===== src/rtl/train_sequencer_pkg.sv =====
// Shared definitions for the training sequencer and the weight-memory controllers:
// state encoding plus the cycles-per-sample and counter-width derivations.
package train_sequencer_pkg;

  typedef enum logic [1:0] {
    ST_IDLE = 2'd0,
    ST_RUN  = 2'd1,
    ST_DONE = 2'd2
  } state_e;

  function automatic int calc_cpc(input int p, input int fo, input int z);
    return (p * fo) / z;
  endfunction

  // Width of an index that counts 0..n-1 (never narrower than one bit).
  function automatic int idx_w(input int n);
    return (n <= 1) ? 1 : $clog2(n);
  endfunction

  function automatic int etapos_w(input int frac_bits);
    return $clog2(frac_bits + 2);
  endfunction

  // Width of a counter that reaches n inclusive.
  function automatic int count_w(input int n);
    return (n < 1) ? 1 : $clog2(n + 1);
  endfunction

endpackage


===== src/rtl/train_sequencer_if.sv =====
// Control/status bundle between the training controller and the sequencer.
// Field widths derive from the same layer parameters as the sequencer itself.
interface train_sequencer_if
  import train_sequencer_pkg::*;
#(
  parameter int P             = 16,
  parameter int FO            = 2,
  parameter int Z             = 8,
  parameter int FRAC_BITS     = 10,
  parameter int TOTAL_SAMPLES = 5
);
  localparam int CI_W = idx_w(calc_cpc(P, FO, Z));
  localparam int SC_W = count_w(TOTAL_SAMPLES);
  localparam int EP_W = etapos_w(FRAC_BITS);

  logic            start;
  logic            hold;
  logic            abort;
  logic            busy;
  logic            done;
  logic [CI_W-1:0] cycle_index;
  logic            sample_wrap;
  logic [SC_W-1:0] sample_count;
  logic [EP_W-1:0] etapos;
  logic            up_en;
  logic            act_valid;

  modport master (
    output start, hold, abort,
    input  busy, done, cycle_index, sample_wrap, sample_count, etapos, up_en, act_valid
  );

  modport slave (
    input  start, hold, abort,
    output busy, done, cycle_index, sample_wrap, sample_count, etapos, up_en, act_valid
  );
endinterface


===== src/rtl/train_sequencer_eta_decay_counter.sv =====
// Step-decay learning-rate shift: etapos grows by one (eta halves) every
// ETA_DECAY_SAMPLES completed samples, saturating at FRAC_BITS+1.
module eta_decay_counter
  import train_sequencer_pkg::*;
#(
  parameter int FRAC_BITS         = 10,
  parameter int ETA_INIT_POS      = 3,
  parameter int ETA_DECAY_SAMPLES = 2,
  parameter int EP_W              = etapos_w(FRAC_BITS)
) (
  input  logic            clk,
  input  logic            reset_n,
  input  logic            load,
  input  logic            step,
  input  logic            clear,
  output logic [EP_W-1:0] etapos
);
  localparam int              DC_W     = idx_w(ETA_DECAY_SAMPLES);
  localparam logic [EP_W-1:0] ETA_MAX  = EP_W'(FRAC_BITS + 1);
  localparam logic [EP_W-1:0] ETA_INIT = EP_W'(ETA_INIT_POS);
  localparam logic [DC_W-1:0] DC_LAST  = DC_W'((ETA_DECAY_SAMPLES == 0) ? 0 : ETA_DECAY_SAMPLES - 1);

  logic [EP_W-1:0] etapos_q, etapos_d;
  logic [DC_W-1:0] decay_cnt_q, decay_cnt_d;

  function automatic logic [EP_W-1:0] sat_inc(input logic [EP_W-1:0] e);
    return (e >= ETA_MAX) ? ETA_MAX : e + 1'b1;
  endfunction

  always_comb begin
    etapos_d    = etapos_q;
    decay_cnt_d = decay_cnt_q;
    if (clear) begin
      etapos_d    = '0;
      decay_cnt_d = '0;
    end else if (load) begin
      etapos_d    = ETA_INIT;
      decay_cnt_d = '0;
    end else if (step && (ETA_DECAY_SAMPLES != 0)) begin
      if (decay_cnt_q == DC_LAST) begin
        decay_cnt_d = '0;
        etapos_d    = sat_inc(etapos_q);
      end else begin
        decay_cnt_d = decay_cnt_q + 1'b1;
      end
    end
  end

  always_ff @(posedge clk or negedge reset_n) begin
    if (!reset_n) begin
      etapos_q    <= '0;
      decay_cnt_q <= '0;
    end else begin
      etapos_q    <= etapos_d;
      decay_cnt_q <= decay_cnt_d;
    end
  end

  assign etapos = etapos_q;

endmodule


===== src/rtl/train_sequencer.sv =====
// Cycle-level controller sequencing one junction's FF/BP/UP sets through a
// training run: weight-memory cycle index, sample boundaries, eta schedule, enables.
module train_sequencer
  import train_sequencer_pkg::*;
#(
  parameter int P                 = 16,
  parameter int FO                = 2,
  parameter int Z                 = 8,
  parameter int FRAC_BITS         = 10,
  parameter int ETA_INIT_POS      = 3,
  parameter int ETA_DECAY_SAMPLES = 2,
  parameter int TOTAL_SAMPLES     = 5
) (
  input  logic             clk,
  input  logic             reset_n,
  train_sequencer_if.slave bus
);
  localparam int CPC  = calc_cpc(P, FO, Z);
  localparam int CI_W = idx_w(CPC);
  localparam int SC_W = count_w(TOTAL_SAMPLES);
  localparam int EP_W = etapos_w(FRAC_BITS);

  localparam logic [CI_W-1:0] CI_LAST  = CI_W'(CPC - 1);
  localparam logic [SC_W-1:0] SC_LAST  = SC_W'(TOTAL_SAMPLES - 1);
  localparam logic [SC_W-1:0] SC_TOTAL = SC_W'(TOTAL_SAMPLES);

  state_e          state_q, state_d;
  logic [CI_W-1:0] ci_q, ci_d;
  logic [SC_W-1:0] sc_q, sc_d;
  logic            busy_q, busy_d;
  logic            done_q, done_d;
  logic            act_valid_q, act_valid_d;
  logic            eta_load, eta_step, eta_clear;
  logic            up_en, sample_wrap;
  logic [EP_W-1:0] etapos;

  always_comb begin
    state_d   = state_q;
    ci_d      = ci_q;
    sc_d      = sc_q;
    eta_load  = 1'b0;
    eta_step  = 1'b0;
    eta_clear = 1'b0;

    up_en       = (state_q == ST_RUN) && !bus.hold;
    sample_wrap = up_en && (ci_q == CI_LAST);

    if (bus.abort) begin
      // sample_count is kept so the host can see how far the run got
      state_d   = ST_IDLE;
      ci_d      = '0;
      eta_clear = 1'b1;
    end else begin
      case (state_q)
        ST_RUN: begin
          if (!bus.hold) begin
            if (ci_q == CI_LAST) begin
              ci_d = '0;
              // the final sample ends the run instead of taking a decay step
              if (sc_q == SC_LAST) begin
                state_d   = ST_DONE;
                sc_d      = SC_TOTAL;
                eta_clear = 1'b1;
              end else begin
                sc_d     = sc_q + 1'b1;
                eta_step = 1'b1;
              end
            end else begin
              ci_d = ci_q + 1'b1;
            end
          end
        end
        default: begin
          if (bus.start) begin
            state_d  = ST_RUN;
            ci_d     = '0;
            sc_d     = '0;
            eta_load = 1'b1;
          end
        end
      endcase
    end

    busy_d      = (state_d == ST_RUN);
    done_d      = (state_d == ST_DONE);
    act_valid_d = up_en;
  end

  always_ff @(posedge clk or negedge reset_n) begin
    if (!reset_n) begin
      state_q     <= ST_IDLE;
      ci_q        <= '0;
      sc_q        <= '0;
      busy_q      <= 1'b0;
      done_q      <= 1'b0;
      act_valid_q <= 1'b0;
    end else begin
      state_q     <= state_d;
      ci_q        <= ci_d;
      sc_q        <= sc_d;
      busy_q      <= busy_d;
      done_q      <= done_d;
      act_valid_q <= act_valid_d;
    end
  end

  eta_decay_counter #(
    .FRAC_BITS        (FRAC_BITS),
    .ETA_INIT_POS     (ETA_INIT_POS),
    .ETA_DECAY_SAMPLES(ETA_DECAY_SAMPLES),
    .EP_W             (EP_W)
  ) u_eta (
    .clk    (clk),
    .reset_n(reset_n),
    .load   (eta_load),
    .step   (eta_step),
    .clear  (eta_clear),
    .etapos (etapos)
  );

  assign bus.busy         = busy_q;
  assign bus.done         = done_q;
  assign bus.cycle_index  = ci_q;
  assign bus.sample_wrap  = sample_wrap;
  assign bus.sample_count = sc_q;
  assign bus.etapos       = etapos;
  assign bus.up_en        = up_en;
  assign bus.act_valid    = act_valid_q;

endmodule


===== src/flat_wrapper.sv =====
// flat-port wrapper written by rule: the top's interface ports become plain ports
module train_sequencer_flat import train_sequencer_pkg::*;
#(
  parameter int P                 = 16,
  parameter int FO                = 2,
  parameter int Z                 = 8,
  parameter int FRAC_BITS         = 10,
  parameter int ETA_INIT_POS      = 3,
  parameter int ETA_DECAY_SAMPLES = 2,
  parameter int TOTAL_SAMPLES     = 5
)
  (clk, reset_n, bus_start, bus_hold, bus_abort, bus_busy, bus_done, bus_cycle_index, bus_sample_wrap, bus_sample_count, bus_etapos, bus_up_en, bus_act_valid);
  train_sequencer_if #(.P(P), .FO(FO), .Z(Z), .FRAC_BITS(FRAC_BITS), .TOTAL_SAMPLES(TOTAL_SAMPLES)) bus_i ();
  input  logic clk;
  input  logic reset_n;
  input wire logic [$bits(bus_i.start)-1:0] bus_start;
  input wire logic [$bits(bus_i.hold)-1:0] bus_hold;
  input wire logic [$bits(bus_i.abort)-1:0] bus_abort;
  output wire logic [$bits(bus_i.busy)-1:0] bus_busy;
  output wire logic [$bits(bus_i.done)-1:0] bus_done;
  output wire logic [$bits(bus_i.cycle_index)-1:0] bus_cycle_index;
  output wire logic [$bits(bus_i.sample_wrap)-1:0] bus_sample_wrap;
  output wire logic [$bits(bus_i.sample_count)-1:0] bus_sample_count;
  output wire logic [$bits(bus_i.etapos)-1:0] bus_etapos;
  output wire logic [$bits(bus_i.up_en)-1:0] bus_up_en;
  output wire logic [$bits(bus_i.act_valid)-1:0] bus_act_valid;
  assign bus_i.start = bus_start;
  assign bus_i.hold = bus_hold;
  assign bus_i.abort = bus_abort;
  assign bus_busy = bus_i.busy;
  assign bus_done = bus_i.done;
  assign bus_cycle_index = bus_i.cycle_index;
  assign bus_sample_wrap = bus_i.sample_wrap;
  assign bus_sample_count = bus_i.sample_count;
  assign bus_etapos = bus_i.etapos;
  assign bus_up_en = bus_i.up_en;
  assign bus_act_valid = bus_i.act_valid;
  train_sequencer #(.P(P), .FO(FO), .Z(Z), .FRAC_BITS(FRAC_BITS), .ETA_INIT_POS(ETA_INIT_POS), .ETA_DECAY_SAMPLES(ETA_DECAY_SAMPLES), .TOTAL_SAMPLES(TOTAL_SAMPLES)) u_core (.clk(clk), .reset_n(reset_n), .bus(bus_i));
endmodule

===== config.mk =====
export PLATFORM = sky130hd
export DESIGN_NAME = train_sequencer_flat
export DESIGN_NICKNAME = d
export VERILOG_FILES = /design/src/rtl/train_sequencer_pkg.sv /design/src/rtl/train_sequencer_if.sv /design/src/rtl/train_sequencer_eta_decay_counter.sv /design/src/rtl/train_sequencer.sv /design/src/flat_wrapper.sv
export SDC_FILE = /design/constraint.sdc
export NUM_CORES = 1
export LEC_CHECK = 0
export CAP_MARGIN = 25
export CORE_AREA = 3 3 46 48
export DETAILED_ROUTE_END_ITERATION = 10
export DIE_AREA = 0 0 49 51
export PLACE_DENSITY = 0.82
export RECOVER_POWER = 100
export SYNTH_ARGS = -nofsm -noshare
export SYNTH_HDL_FRONTEND = slang
export SYNTH_HIERARCHICAL = 1
export SYNTH_SLANG_ARGS = --single-unit

===== constraint.sdc =====
create_clock -name clk -period 1.9 [get_ports clk]
set_input_delay 0.285 -clock clk [delete_from_list [all_inputs] [get_ports clk]]
set_output_delay 0.285 -clock clk [all_outputs]
set_load 0.02 [all_outputs]

==> results by group <==
Pwr
  – Sw Share: 0.303
  – Switching pwr: 215 uW
  – Flop pwr share: 0.509
  – P_int: 495 uW
  – Combinational group share of total power: 0.235
  – P_leak: 0.000513 uW
  – Worst vdd rail ir drop: 0.000488 V
  – Clock Power Share: 0.256
  – PwrDens: 673 mW/mm^2

Finish
  – Final core utilization: 0.604
  – Nets: 113
  – Layout cells sized above 1: 0.155
  – Layout fillers: 145
  – Antenna diode count: 0
  – Layout area overhead: 31.9%

GRT
  – Via count of the first global-routing pass: 670
  – Met1 usage: 0.182
  – GRT met2 Usage: 0.265
  – Gr ovfl total: 0
  – Gr busiest metal: met2
  – First-pass GRT wire length: 2.96 mm
  – Met3 Usage GRT: 0.0583
  – Largest net degree at the start of global routing: 16
  – Initial antenna violation count: 0
  – Total GRT Usage: 0.157

Yosys
  – FF+latch count, synth: 15
  – Mapped Nets: 86
  – Asr flop ratio synth: 1.00
  – Top post-synthesis cells by area: dfrtp_1 47%, ha_1 6.3%, nor2_1 3.8%
  – Synth warnings: 6
  – Synth top area share: 0.469
  – Cell taking the most area after synthesis: dfrtp_1
  – Post-synthesis sequential area ratio: 0.469
  – Post-synth EDFFs: 0
  – Syn Inst Count: 77
  – Synth cell types: 31
  – Main synth FF type: dfrtp_1
  – Post-Syn Area: 800 um^2
  – Most common cell in the netlist: dfrtp_1
  – Synth Area per Inst: 10.4 um^2
  – Most common library cells after synthesis: 15 x dfrtp_1, 8 x nor2_1, 6 x nand2_1

Worst setup path
  – Reg2reg end: u_core/u_eta/etapos[1]
  – Slowest stage cell, crit path: dfrtp_1
  – Buf+Inv Stages, Crit Path: 1
  – Worst Setup Start Kind: register
  – Worst r2r src: u_core/bus.sample_count[0]
  – Crit path DAT: 1.52 ns
  – CP delay by family, top: flip-flops
  – Worst-case reg-to-reg path depth: 7
  – WS Path Type: register to primary output
  – R2R Setup Slk: 0.14 ns
  – CP cell instances: ha_1 -> and4bb_2 -> dlygate4sd2_1
  – Slowest stage delay, CP: 0.43 ns
  – Critical Path RT: 1.62 ns
  – CP endpoint kind: primary output
  – Critical path fanouts, max: 5

Die
  – CORE AREA: 0.00175 mm^2
  – Die area: 0.00250 mm^2
  – Row Count: 15
  – I/O pin total: 19
  – DIE WIDTH: 49 um
  – Die Y: 51 um
  – Initial core utilization: 0.458

Placement
  – HPWL after detailed placement: 1.30 mm
  – Global placement routability congestion: 0.845
  – I/O Buffers: 18

Clocking
  – Reg clk slew, reported paths: 0.09 ns
  – CTS root buf: clkbuf_4
  – Worst skew pair latency: 0.28 ns
  – CTS tree: built
  – Clk buf depth: 2
  – Clock buffer count from CTS: 3
  – Post-CTS Setup Bufs: 0
  – Clk sinks: 15
  – Hold buffer count at cts: 0
  – Htree depth: 1

STA
  – Final hold violations: 0
  – Slew HR: 0.461
  – Final Max Slew Viols: 0
  – Fin crit period: 1.81 ns
  – Worst Hold Margin: 0.569 ns
  – RSZ-0062 raised after global routing: false
  – Slew @ Worst Pin: 0.808 ns
  – Fin Setup TNS: 0 ns
  – Final Skew: 0.00282 ns
  – Fmax: 553 MHz
  – Crit share post-route: 0.952
  – Final Setup Violations: 0

Flow run
  – Max-Cap Viols: 0

Hold path
  – Worst hold start: u_core/u_eta/etapos[0]
  – Worst hold stages: 1
  – Worst Hold Class: register to register
  – Hold Path End: u_core/u_eta/etapos[0]

Detailed routing
  – Vias per cell: 5.30
  – Post-DRT Antenna Nets: 0
  – WL/cell: 13.4 um
  – Starting DRT DRC Count: 21
  – Vias: 679
  – Pre-antenna DRT Iters: 4
  – Residual DRC: 0
  – Routed WL: 1.71 mm

Run status
  – Outcome: completed
placed cells by master, fill, tap and decap left out, types with 2 or more instances in the layout:
| master | Yosys | final |
|---|---|---|
| nand2_1 | 6 | 6 |
| nor2_1 | 8 | 8 |
| ha_1 | 4 | 4 |
| dlygate4sd3_1 | 0 | 13 |
| mux2i_1 | 2 | 2 |
| o21ai_0 | 3 | 3 |
| a311oi_1 | 2 | 2 |
| dlygate4sd2_1 | 0 | 2 |
| buf_4 | 0 | 4 |
| clkdlybuf4s50_1 | 0 | 3 |
| a31oi_1 | 2 | 2 |
| nor3_1 | 5 | 5 |
| inv_1 | 5 | 5 |
| a21oi_1 | 4 | 4 |
| clkbuf_4 | 0 | 4 |
| dfrtp_1 | 15 | 15 |
per-layer routing:
layer | up-vias | share of wire
met4 | 0 | 0.0058
met3 | 2 | 0.068
met1 | 321 | 0.43
met2 | 31 | 0.49
met5 | - | 0
li1 | 325 | -
stage by stage:
step	setup WS [ns]	instance area [um^2]	cells	power [uW]
5_1_grt	0.00507	1050	128	759
4_1_cts	0.0777	1060	128	730
3_5_place_dp	-0.0417	1030	124	544
6_report	0.0907	1050	128	710
3_3_place_gp	-0.0292	1030	124	534
2_1_floorplan	0.142	800	77	459
kinds of logic (layout without fill, tap and decap cells):
kind of cell	after synthesis	after routing	synth area share
adder cells (fa/ha/maj)	4	4	0.0626
flip-flops	15	15	0.469
AND/OR/NAND/NOR	31	31	0.235
XOR/XNOR	1	1	0.0110
multiplexers	3	3	0.0391
buffers and inverters	7	33	0.0516
AO/OA/AOI/OAI	16	16	0.131
sequential cells by signal (all words and copies together) (netlist names):
signal,count
u_core/bus.done,1
u_core/u_eta/etapos,4
u_core/bus.cycle_index,2
u_core/u_eta/decay_cnt_q,1
u_core/bus.busy,1
u_core/bus.act_valid,1
u_core/state_q,2
u_core/bus.sample_count,3
worst register-to-register path: cells and delay by family, from the launching register on:
kind / cells / cell delay (ns)
adders and majority gates: 1 / 0.16
AOI/OAI and AO/OA: 1 / 0.07
DFF: 1 / 0.43
and+or+nand+nor: 3 / 0.76
buffers and inverters: 2 / 0.21
worst max-delay path by stage:
stage	start	slack, ns	cells after the start	to
after floorplan	u_core/bus.cycle_index[0]	0.14	6	u_core/u_eta/etapos[1]
after global placement	bus_hold	-0.03	3	bus_sample_wrap
after detailed placement	bus_hold	-0.04	3	bus_sample_wrap
after CTS	u_core/bus.cycle_index[0]	0.08	3	bus_sample_wrap
after global routing	u_core/bus.cycle_index[0]	0.005	3	bus_sample_wrap
final	u_core/bus.cycle_index[0]	0.09	3	bus_sample_wrap
what timing repair did:
| item | 4_1_cts | 5_1_grt |
|---|---|---|
| endpoints found under the setup margin | 2 | 0 |
| gates resized for setup | 2 | 0 |
| endpoints found under the hold margin | 0 | 0 |
power groups by stage:
stage	registers (uW)	clock network [uW]	logic (uW)
after global routing	367	209	184
after global placement	367	0	168
final	361	182	167
after floorplan	390	0	69.4
after CTS	363	192	176
after detailed placement	369	0	175
area by class of cell:
| cell class | instances | area [um^2] | area share |
|---|---|---|---|
| Clock buffer | 3 | 22.5 | 0.0214 |
| Inverter | 5 | 18.8 | 0.0178 |
| Timing Repair Buffer | 24 | 219 | 0.208 |
| Multi-Input combinational cell | 55 | 383 | 0.363 |
| Clock inverter | 1 | 5.00 | 0.00474 |
| Tap cell | 25 | 31.3 | 0.0297 |
| Sequential cell | 15 | 375 | 0.356 |
Power figures use the tool's default switching activity.
